===== config.mk =====
export PLATFORM = sky130hd
export DESIGN_NAME = pattern_streamer
export DESIGN_NICKNAME = d
export VERILOG_FILES = /design/src/rtl/pattern_streamer_pkg.sv /design/src/rtl/pattern_pixel_lut.sv /design/src/rtl/pattern_streamer.sv
export SDC_FILE = /design/constraint.sdc
export NUM_CORES = 1
export LEC_CHECK = 0
export BUFFER_PORTS_ARGS = -buffer_cell sky130_fd_sc_hd__buf_4
export CORE_MARGIN = 4
export CORE_UTILIZATION = 59
export DETAILED_ROUTE_END_ITERATION = 7
export PLACE_DENSITY = 0.79
export SLEW_MARGIN = 0
export SYNTH_ARGS = -nofsm -noshare
export SYNTH_HDL_FRONTEND = slang
export SYNTH_SLANG_ARGS = --single-unit

===== constraint.sdc =====
create_clock -name aclk -period 5.61 [get_ports aclk]
set_clock_uncertainty 0.2 [all_clocks]
set_input_delay 0.8415 -clock aclk [delete_from_list [all_inputs] [get_ports aclk]]
set_output_delay 0.8415 -clock aclk [all_outputs]
set_load 0.01 [all_outputs]

===== src/rtl/pattern_streamer_pkg.sv =====
// Shared types, bar colour table and TDATA packing for the AXI4-Stream test-pattern source.
package pattern_streamer_pkg;

    localparam int RGB_W = 24;

    typedef enum logic [1:0] {
        MODE_SOLID  = 2'd0,
        MODE_BARS   = 2'd1,
        MODE_CHECK  = 2'd2,
        MODE_SQUARE = 2'd3
    } mode_e;

    typedef enum logic {
        ST_IDLE = 1'b0,
        ST_RUN  = 1'b1
    } state_e;

    localparam logic [RGB_W-1:0] BAR_RGB [8] = '{
        24'hFFFFFF, 24'hFFFF00, 24'h00FFFF, 24'h00FF00,
        24'hFF00FF, 24'hFF0000, 24'h0000FF, 24'h000000
    };

    function automatic logic [31:0] pack_tdata(input logic [RGB_W-1:0] rgb);
        return {8'h00, rgb};
    endfunction

endpackage


===== src/rtl/pattern_pixel_lut.sv =====
// Combinational colour select for one pixel from its coordinates, bar index and frame config.
module pattern_pixel_lut
    import pattern_streamer_pkg::*;
#(
    parameter int X_SIZE    = 640,
    parameter int Y_SIZE    = 480,
    parameter int CELL_LOG2 = 5,
    parameter int SQ_SIZE   = 64,
    localparam int XW = $clog2(X_SIZE),
    localparam int YW = $clog2(Y_SIZE)
) (
    input  mode_e            mode,
    input  logic [XW-1:0]    x,
    input  logic [YW-1:0]    y,
    input  logic [2:0]       bar_idx,
    input  logic [RGB_W-1:0] fg_rgb,
    input  logic [RGB_W-1:0] bg_rgb,
    input  logic [XW-1:0]    sq_x,
    input  logic [YW-1:0]    sq_y,
    output logic [RGB_W-1:0] rgb
);

    logic cell_x_s;
    logic cell_y_s;
    logic in_sq_s;

    // Cells wider than the frame axis never toggle along it.
    if (CELL_LOG2 < XW) begin : g_cell_x
        assign cell_x_s = x[CELL_LOG2];
    end else begin : g_cell_x0
        assign cell_x_s = 1'b0;
    end

    if (CELL_LOG2 < YW) begin : g_cell_y
        assign cell_y_s = y[CELL_LOG2];
    end else begin : g_cell_y0
        assign cell_y_s = 1'b0;
    end

    // Colour select; the one-bit-wider compares let the square clip instead of wrapping.
    always_comb begin
        in_sq_s = ({1'b0, x} >= {1'b0, sq_x}) &&
                  ({1'b0, x} <  ({1'b0, sq_x} + (XW+1)'(SQ_SIZE))) &&
                  ({1'b0, y} >= {1'b0, sq_y}) &&
                  ({1'b0, y} <  ({1'b0, sq_y} + (YW+1)'(SQ_SIZE)));
        case (mode)
            MODE_SOLID:  rgb = fg_rgb;
            MODE_BARS:   rgb = BAR_RGB[bar_idx];
            MODE_CHECK:  rgb = (cell_x_s ^ cell_y_s) ? fg_rgb : bg_rgb;
            MODE_SQUARE: rgb = in_sq_s ? fg_rgb : bg_rgb;
            default:     rgb = bg_rgb;
        endcase
    end

endmodule


===== src/rtl/pattern_streamer.sv =====
// AXI4-Stream video test-pattern source, one pixel per beat, whole frames only.
// Define PATTERN_ANIMATE_EN to make the mode-3 square bounce around the frame.
module pattern_streamer
    import pattern_streamer_pkg::*;
#(
    parameter int X_SIZE    = 640,
    parameter int Y_SIZE    = 480,
    parameter int CELL_LOG2 = 5,
    parameter int SQ_SIZE   = 64,
    localparam int XW = $clog2(X_SIZE),
    localparam int YW = $clog2(Y_SIZE)
) (
    input  logic             aclk,
    input  logic             aresetn,
    input  logic             srst,
    input  logic             enable,
    input  logic [1:0]       mode,
    input  logic [RGB_W-1:0] fg_rgb,
    input  logic [RGB_W-1:0] bg_rgb,
    input  logic [XW-1:0]    sq_x,
    input  logic [YW-1:0]    sq_y,
    output logic [31:0]      out_stream_tdata,
    output logic [3:0]       out_stream_tkeep,
    output logic             out_stream_tlast,
    output logic             out_stream_tuser,
    output logic             out_stream_tvalid,
    input  logic             out_stream_tready,
    output logic [15:0]      frame_count,
    output logic             busy
);

    localparam logic [XW-1:0] X_LAST   = XW'(X_SIZE - 1);
    localparam logic [YW-1:0] Y_LAST   = YW'(Y_SIZE - 1);
    localparam logic [XW-1:0] BAR_LAST = XW'(X_SIZE / 8 - 1);

    state_e           state_r;
    logic [XW-1:0]    x_r, nx_s;
    logic [YW-1:0]    y_r, ny_s;
    logic [XW-1:0]    bar_cnt_r, nbar_cnt_s;
    logic [2:0]       bar_idx_r, nbar_idx_s;
    mode_e            cfg_mode_r, lut_mode_s;
    logic [RGB_W-1:0] cfg_fg_r, cfg_bg_r, lut_fg_s, lut_bg_s, lut_rgb_s;
    logic [XW-1:0]    lut_sq_x_s;
    logic [YW-1:0]    lut_sq_y_s;
    logic [31:0]      tdata_r;
    logic             tlast_r, tuser_r, tvalid_r, busy_r;
    logic [15:0]      frame_count_r;
    logic             fire_s, frame_end_s, start_s, eol_s, load_s;

    // Beat handshake, frame-end detection and next-pixel coordinates.
    always_comb begin
        fire_s      = tvalid_r & out_stream_tready;
        eol_s       = (x_r == X_LAST);
        frame_end_s = (state_r == ST_RUN) && eol_s && (y_r == Y_LAST);
        start_s     = (state_r == ST_IDLE) || frame_end_s;
        load_s      = ((state_r == ST_IDLE) && enable) ||
                      ((state_r == ST_RUN) && fire_s && (!frame_end_s || enable));
        nx_s = (start_s || eol_s) ? {XW{1'b0}} : x_r + XW'(1);
        ny_s = start_s ? {YW{1'b0}} : (eol_s ? y_r + YW'(1) : y_r);
        if (start_s || eol_s) begin
            nbar_cnt_s = {XW{1'b0}};
            nbar_idx_s = 3'd0;
        end else if (bar_cnt_r == BAR_LAST) begin
            nbar_cnt_s = {XW{1'b0}};
            nbar_idx_s = bar_idx_r + 3'd1;
        end else begin
            nbar_cnt_s = bar_cnt_r + XW'(1);
            nbar_idx_s = bar_idx_r;
        end
        lut_mode_s = start_s ? mode_e'(mode) : cfg_mode_r;
        lut_fg_s   = start_s ? fg_rgb : cfg_fg_r;
        lut_bg_s   = start_s ? bg_rgb : cfg_bg_r;
    end

`ifdef PATTERN_ANIMATE_EN
    logic [XW-1:0] anim_x_r, anim_nx_s;
    logic [YW-1:0] anim_y_r, anim_ny_s;
    logic          dir_x_dn_r, dir_y_dn_r, ndir_x_dn_s, ndir_y_dn_s;

    // Next bounce position: an origin at or past an edge snaps onto it and turns around.
    always_comb begin
        if (!dir_x_dn_r) begin
            if (({1'b0, anim_x_r} + (XW+1)'(1) + (XW+1)'(SQ_SIZE)) >= (XW+1)'(X_SIZE)) begin
                anim_nx_s   = XW'(X_SIZE - SQ_SIZE);
                ndir_x_dn_s = 1'b1;
            end else begin
                anim_nx_s   = anim_x_r + XW'(1);
                ndir_x_dn_s = 1'b0;
            end
        end else if (anim_x_r <= XW'(1)) begin
            anim_nx_s   = {XW{1'b0}};
            ndir_x_dn_s = 1'b0;
        end else begin
            anim_nx_s   = anim_x_r - XW'(1);
            ndir_x_dn_s = 1'b1;
        end
        if (!dir_y_dn_r) begin
            if (({1'b0, anim_y_r} + (YW+1)'(1) + (YW+1)'(SQ_SIZE)) >= (YW+1)'(Y_SIZE)) begin
                anim_ny_s   = YW'(Y_SIZE - SQ_SIZE);
                ndir_y_dn_s = 1'b1;
            end else begin
                anim_ny_s   = anim_y_r + YW'(1);
                ndir_y_dn_s = 1'b0;
            end
        end else if (anim_y_r <= YW'(1)) begin
            anim_ny_s   = {YW{1'b0}};
            ndir_y_dn_s = 1'b0;
        end else begin
            anim_ny_s   = anim_y_r - YW'(1);
            ndir_y_dn_s = 1'b1;
        end
        if (state_r == ST_IDLE) begin
            lut_sq_x_s = sq_x;
            lut_sq_y_s = sq_y;
        end else if (frame_end_s) begin
            lut_sq_x_s = anim_nx_s;
            lut_sq_y_s = anim_ny_s;
        end else begin
            lut_sq_x_s = anim_x_r;
            lut_sq_y_s = anim_y_r;
        end
    end

    // Square origin and direction registers, seeded on every run start.
    always_ff @(posedge aclk or negedge aresetn) begin
        if (!aresetn) begin
            anim_x_r   <= {XW{1'b0}};
            anim_y_r   <= {YW{1'b0}};
            dir_x_dn_r <= 1'b0;
            dir_y_dn_r <= 1'b0;
        end else if (srst) begin
            anim_x_r   <= {XW{1'b0}};
            anim_y_r   <= {YW{1'b0}};
            dir_x_dn_r <= 1'b0;
            dir_y_dn_r <= 1'b0;
        end else if ((state_r == ST_IDLE) && enable) begin
            anim_x_r   <= sq_x;
            anim_y_r   <= sq_y;
            dir_x_dn_r <= 1'b0;
            dir_y_dn_r <= 1'b0;
        end else if (fire_s && frame_end_s) begin
            anim_x_r   <= anim_nx_s;
            anim_y_r   <= anim_ny_s;
            dir_x_dn_r <= ndir_x_dn_s;
            dir_y_dn_r <= ndir_y_dn_s;
        end
    end
`else
    logic [XW-1:0] cfg_sq_x_r;
    logic [YW-1:0] cfg_sq_y_r;

    // Static square: origin comes from the per-frame latched inputs.
    always_comb begin
        lut_sq_x_s = start_s ? sq_x : cfg_sq_x_r;
        lut_sq_y_s = start_s ? sq_y : cfg_sq_y_r;
    end

    // Per-frame square origin latch.
    always_ff @(posedge aclk or negedge aresetn) begin
        if (!aresetn) begin
            cfg_sq_x_r <= {XW{1'b0}};
            cfg_sq_y_r <= {YW{1'b0}};
        end else if (srst) begin
            cfg_sq_x_r <= {XW{1'b0}};
            cfg_sq_y_r <= {YW{1'b0}};
        end else if (load_s && start_s) begin
            cfg_sq_x_r <= sq_x;
            cfg_sq_y_r <= sq_y;
        end
    end
`endif

    pattern_pixel_lut #(
        .X_SIZE    (X_SIZE),
        .Y_SIZE    (Y_SIZE),
        .CELL_LOG2 (CELL_LOG2),
        .SQ_SIZE   (SQ_SIZE)
    ) u_lut (
        .mode    (lut_mode_s),
        .x       (nx_s),
        .y       (ny_s),
        .bar_idx (nbar_idx_s),
        .fg_rgb  (lut_fg_s),
        .bg_rgb  (lut_bg_s),
        .sq_x    (lut_sq_x_s),
        .sq_y    (lut_sq_y_s),
        .rgb     (lut_rgb_s)
    );

    // Run/idle control, beat valid, busy and completed-frame counter.
    always_ff @(posedge aclk or negedge aresetn) begin
        if (!aresetn) begin
            state_r       <= ST_IDLE;
            tvalid_r      <= 1'b0;
            busy_r        <= 1'b0;
            frame_count_r <= 16'd0;
        end else if (srst) begin
            state_r       <= ST_IDLE;
            tvalid_r      <= 1'b0;
            busy_r        <= 1'b0;
            frame_count_r <= 16'd0;
        end else begin
            case (state_r)
                ST_IDLE: begin
                    if (enable) begin
                        state_r  <= ST_RUN;
                        tvalid_r <= 1'b1;
                        busy_r   <= 1'b1;
                    end else begin
                        tvalid_r <= 1'b0;
                        busy_r   <= 1'b0;
                    end
                end
                ST_RUN: begin
                    if (fire_s && frame_end_s) begin
                        frame_count_r <= frame_count_r + 16'd1;
                        if (!enable) begin
                            state_r  <= ST_IDLE;
                            tvalid_r <= 1'b0;
                            busy_r   <= 1'b0;
                        end
                    end
                end
                default: begin
                    state_r  <= ST_IDLE;
                    tvalid_r <= 1'b0;
                    busy_r   <= 1'b0;
                end
            endcase
        end
    end

    // Output beat register, coordinate counters and per-frame config latch.
    always_ff @(posedge aclk or negedge aresetn) begin
        if (!aresetn) begin
            x_r        <= {XW{1'b0}};
            y_r        <= {YW{1'b0}};
            bar_cnt_r  <= {XW{1'b0}};
            bar_idx_r  <= 3'd0;
            cfg_mode_r <= MODE_SOLID;
            cfg_fg_r   <= 24'h000000;
            cfg_bg_r   <= 24'h000000;
            tdata_r    <= 32'h0000_0000;
            tlast_r    <= 1'b0;
            tuser_r    <= 1'b0;
        end else if (srst) begin
            x_r        <= {XW{1'b0}};
            y_r        <= {YW{1'b0}};
            bar_cnt_r  <= {XW{1'b0}};
            bar_idx_r  <= 3'd0;
            cfg_mode_r <= MODE_SOLID;
            cfg_fg_r   <= 24'h000000;
            cfg_bg_r   <= 24'h000000;
            tdata_r    <= 32'h0000_0000;
            tlast_r    <= 1'b0;
            tuser_r    <= 1'b0;
        end else if (load_s) begin
            x_r       <= nx_s;
            y_r       <= ny_s;
            bar_cnt_r <= nbar_cnt_s;
            bar_idx_r <= nbar_idx_s;
            tdata_r   <= pack_tdata(lut_rgb_s);
            tlast_r   <= (nx_s == X_LAST);
            tuser_r   <= start_s;
            if (start_s) begin
                cfg_mode_r <= lut_mode_s;
                cfg_fg_r   <= fg_rgb;
                cfg_bg_r   <= bg_rgb;
            end
        end
    end

    assign out_stream_tdata  = tdata_r;
    assign out_stream_tkeep  = 4'hF;
    assign out_stream_tlast  = tlast_r;
    assign out_stream_tuser  = tuser_r;
    assign out_stream_tvalid = tvalid_r;
    assign frame_count       = frame_count_r;
    assign busy              = busy_r;

endmodule

==> metrics.md <==
| Metric | Value |
|---|---|
| Cell Chain, Critical Path | inv_1, a21oi_4, buf_4, mux2i_1, ha_1, o21ai_0, a21oi_1, nor4b_1, o31ai_1, nand3_1, and2_1, o21ai_0, a32o_1 |
| Critical Path Start Type | register |
| Count of TritonRoute iterations in the first routing pass | 5 |
| Initial antenna violation count | 0 |
| Hold-fix buffers at CTS | 0 |
| Area of the core | roughly 15,000 sq um |
| Transition at the pin with the smallest max-transition slack | ~1000 ps |
| Clk root buf | sky130_fd_sc_hd__clkbuf_16 |
| Static leakage | 4.91 nW |
| Number of ports placed on the die boundary | 130 |
| Relative contribution of sequential cells to total power | 39.3% |
| Placed wire-length estimate after detailed placement | 16,400 microns |
| Final Net Count | 1,243 |
| Ratio of final minimum period to clock period | about nine tenths |
| Final critical-path required period | between 4000 and 5000 ps |
| Cell Area, Synth | just over 9000 sq um |
| TritonCTS Buffers | 17 |
| Filler Cell Count | roughly 1,200 |
| Max-Slew Margin vs Limit | 30.6% |
| Cell repeated most along the worst path | sky130_fd_sc_hd__o21ai_0 |
| Die outline width | 133 microns |
| Routability-driven placement congestion ratio | approximately 0.89 |
| Max-capacitance violation count | 0 |
| Routed via count divided by cell count | just over 6 |
| Tightest Hold Check Type | input port to asynchronous set/reset pin |
| Synthesized netlist cell count | about 1,100 |
| Ratio of cells with drive above 1 in the final layout | 16.2% |
| Total negative slack | 0 ps |
| Final Slew Violations | 0 |
| Timing startpoint of the critical path | state_r |
| Mean area per synthesized cell | just under 9 sq um |
| Global-route wire length before repair | just over 40,000 microns |
| Internal power of the cells | 2.13 mW |
| Worst hold margin | about 150 ps |
| IO Port Bufs | around 120 |
| Largest net degree at the start of global routing | 83 |
| Type of destination of the critical path | register |
| Cell types occupying the most area after synthesis | sky130_fd_sc_hd__dfrtp_1, sky130_fd_sc_hd__mux2i_1, sky130_fd_sc_hd__nor2_1 |
| Most common cell after layout, fill and taps aside | sky130_fd_sc_hd__nor2_1 |
| Unrepaired setup endpoints after global routing | false |
| Number of post-CTS setup repair buffers | 0 |
| Initial Utilization | between 60% and 70% |
| Net load switching power | slightly above 0.8 mW |
| Multi-input logic area | between 5000 and 6000 sq um |
| Final setup violation count | 0 |
| Status | finished, final reports clean |
| Combined buffer and inverter count along the critical path | 2 |
| Clock transition at the registers of the reported paths | 60 ps |
| Arr. time, crit path | 5080 ps |
| Remaining antenna violation count after routing | 0 |
| Net switching share of the total power | between 20% and 30% |
| Hold Fails Final Rpt | 0 |
| Number of violations reported at the end of detailed-routing iteration 0 | between 600 and 700 |
| Pwr dens | 272 nW/um^2 |
| Final wirelength | between 20,000 and 25,000 microns |
| Delay of the slowest cell on the worst path | roughly 800 ps |
| Number of remaining DRC errors | 0 |
| Resized Gates After CTS | 0 |
| Final Core Density | between 70 and 80% |
| Share of the yosys chip area belonging to registers | between 30 and 40% |
| Top fanout value on the critical path | 24 |
| Distinct cell type count after synthesis | slightly below 70 |
| Maximum vdd drop | 0.000206 V |
| Critical path class | register to register |
| Vias in the first global route | between 7,000 and 8,000 |
| Synthesis warning total | 0 |
| Global-route usage over all layers | roughly 28% |
| Die H | between 100 and 150 microns |
| Clock group share of total power | 43.3% |
| H-tree Lvls | 4 |
| Sequential standard cell area | around 3600 sq um |
| Layout-stage area growth over the synthesis result | 17.1% |
| Number of clock sinks seen by CTS | roughly 150 |
| Proportion of register bits with asynchronous set or reset after synthesis | 100% |
| Reg-to-Reg Start | state_r |
| Wirelength per Cell | roughly 18 microns |
| Share of power burned in combinational logic | between 10% and 20% |
| Cell row count | 45 |
| Highest-count cells in the layout ignoring fill and taps | sky130_fd_sc_hd__nor2_1, sky130_fd_sc_hd__dfrtp_1, sky130_fd_sc_hd__buf_4 |
| Diode insertion count for antenna repair | 0 |
| Die Area | 17,800 sq um |
| Cell family contributing the most delay on the critical path | compound AO/OA/AOI/OAI gates |
| Vias | 8,376 |
| Clock latency of the later-clocked register in the worst-skew pair | around 430 ps |
| Required arrival time at the worst endpoint | between 5000 and 6000 ps |
| Post-synthesis sequential element count | ~150 |
| TritonCTS clock tree | yes |
| Post-synthesis cell type with the largest combined area | sky130_fd_sc_hd__dfrtp_1 |
| Post-synth EDFFs | 0 |
| Clock Tree Buf Depth | 2 |
| Fraction of post-synthesis cell area in the top cell type by area | about two fifths |
| Max Freq | 201 MHz |
| Commonest register cell after synthesis | sky130_fd_sc_hd__dfrtp_1 |
| Highest-delay cell along the critical path | sky130_fd_sc_hd__a21oi_4 |
| Global route overflow | 0 |
routing by layer:
layer | routed length, microns | track usage, % | vias to the layer above
met2 | 11500 | 43.4 | 336
met4 | 333 | 7.83 | 0
met1 | 11000 | 40.0 | 4011
met3 | 1830 | 5.59 | 33
li1 | - | - | 3996
met5 | 0 | 0 | -
cell families (layout without fill, tap and decap cells):
group | count (synthesis) | in the layout | share of synthesized area (%)
AND/OR/NAND/NOR | 386 | 386 | 18.6
AO/OA/AOI/OAI | 291 | 291 | 21.9
flip-flops | 145 | 145 | 39.2
buffers and inverters | 103 | 182 | 5.33
multiplexers | 70 | 70 | 7.59
adder cells (fa/ha/maj) | 33 | 33 | 4.46
XOR/XNOR | 30 | 30 | 2.84
other | 2 | 12 | 0.0811
synthesized netlist by cell type (10+ instances only):
library cell / n
sky130_fd_sc_hd__nor2_1: 161
sky130_fd_sc_hd__dfrtp_1: 145
sky130_fd_sc_hd__nand2_1: 133
sky130_fd_sc_hd__a21oi_1: 82
sky130_fd_sc_hd__mux2i_1: 68
sky130_fd_sc_hd__clkbuf_1: 50
sky130_fd_sc_hd__o21ai_0: 50
sky130_fd_sc_hd__a211oi_1: 49
sky130_fd_sc_hd__ha_1: 33
sky130_fd_sc_hd__a2111oi_0: 24
sky130_fd_sc_hd__a32o_1: 23
sky130_fd_sc_hd__o221ai_1: 23
sky130_fd_sc_hd__xor2_1: 21
sky130_fd_sc_hd__nand3_1: 20
sky130_fd_sc_hd__buf_4: 19
sky130_fd_sc_hd__buf_2: 16
sky130_fd_sc_hd__inv_1: 15
sky130_fd_sc_hd__nand4_1: 12
sky130_fd_sc_hd__and3_1: 10
state kept, by name, summed over array words and instances, names as in the netlist, 10 cells and up:
register,cells
bar_cnt_r,10
cfg_bg_r,24
out_stream_tdata,24
cfg_fg_r,24
cfg_sq_x_r,10
frame_count,16
x_r,10
layout make-up:
| type | count | share of cell area (%) |
|---|---|---|
| Timing Repair Buffer | 135 | 9.38 |
| Multi-Input combinational cell | 822 | 48.2 |
| Clock inverter | 12 | 1.87 |
| Inverter | 15 | 0.519 |
| Tap cell | 211 | 2.43 |
| Clock buffer | 20 | 4.21 |
| Sequential cell | 145 | 33.4 |
worst paths after layout:
check / end / slack [ps] / cells past startpoint
setup reg to reg: out_stream_tdata[5] / 650 / 13
max in group asynchronous: cfg_bg_r[4] / 4040 / 2
hold / removal: cfg_bg_r[18] / 150 / 1
setup / recovery: out_stream_tdata[5] / 650 / 13
hold reg to reg: bar_cnt_r[9] / 310 / 1
min in group aclk: bar_cnt_r[9] / 310 / 1
power by group through the flow:
stage,Clock (mW),Sequential [mW],Combinational [mW]
global placement,0,1.18,0.498
detailed placement,0,1.18,0.508
finish,1.28,1.16,0.513
CTS,1.29,1.16,0.511
global route,1.33,1.17,0.569
floorplan,0,1.18,0.324
metrics by stage:
| stage | std cells | worst slack [ps] | cell area, sq um | power [mW] |
|---|---|---|---|---|
| finish | 1360 | 645 | 10900 | 2.95 |
| global route | 1360 | 310 | 10900 | 3.07 |
| CTS | 1360 | 767 | 10900 | 2.96 |
| detailed placement | 1328 | 793 | 10200 | 1.69 |
| global placement | 1328 | 944 | 10200 | 1.67 |
| floorplan | 1070 | 962 | 9300 | 1.50 |
(Power assumes the default switching activity.)
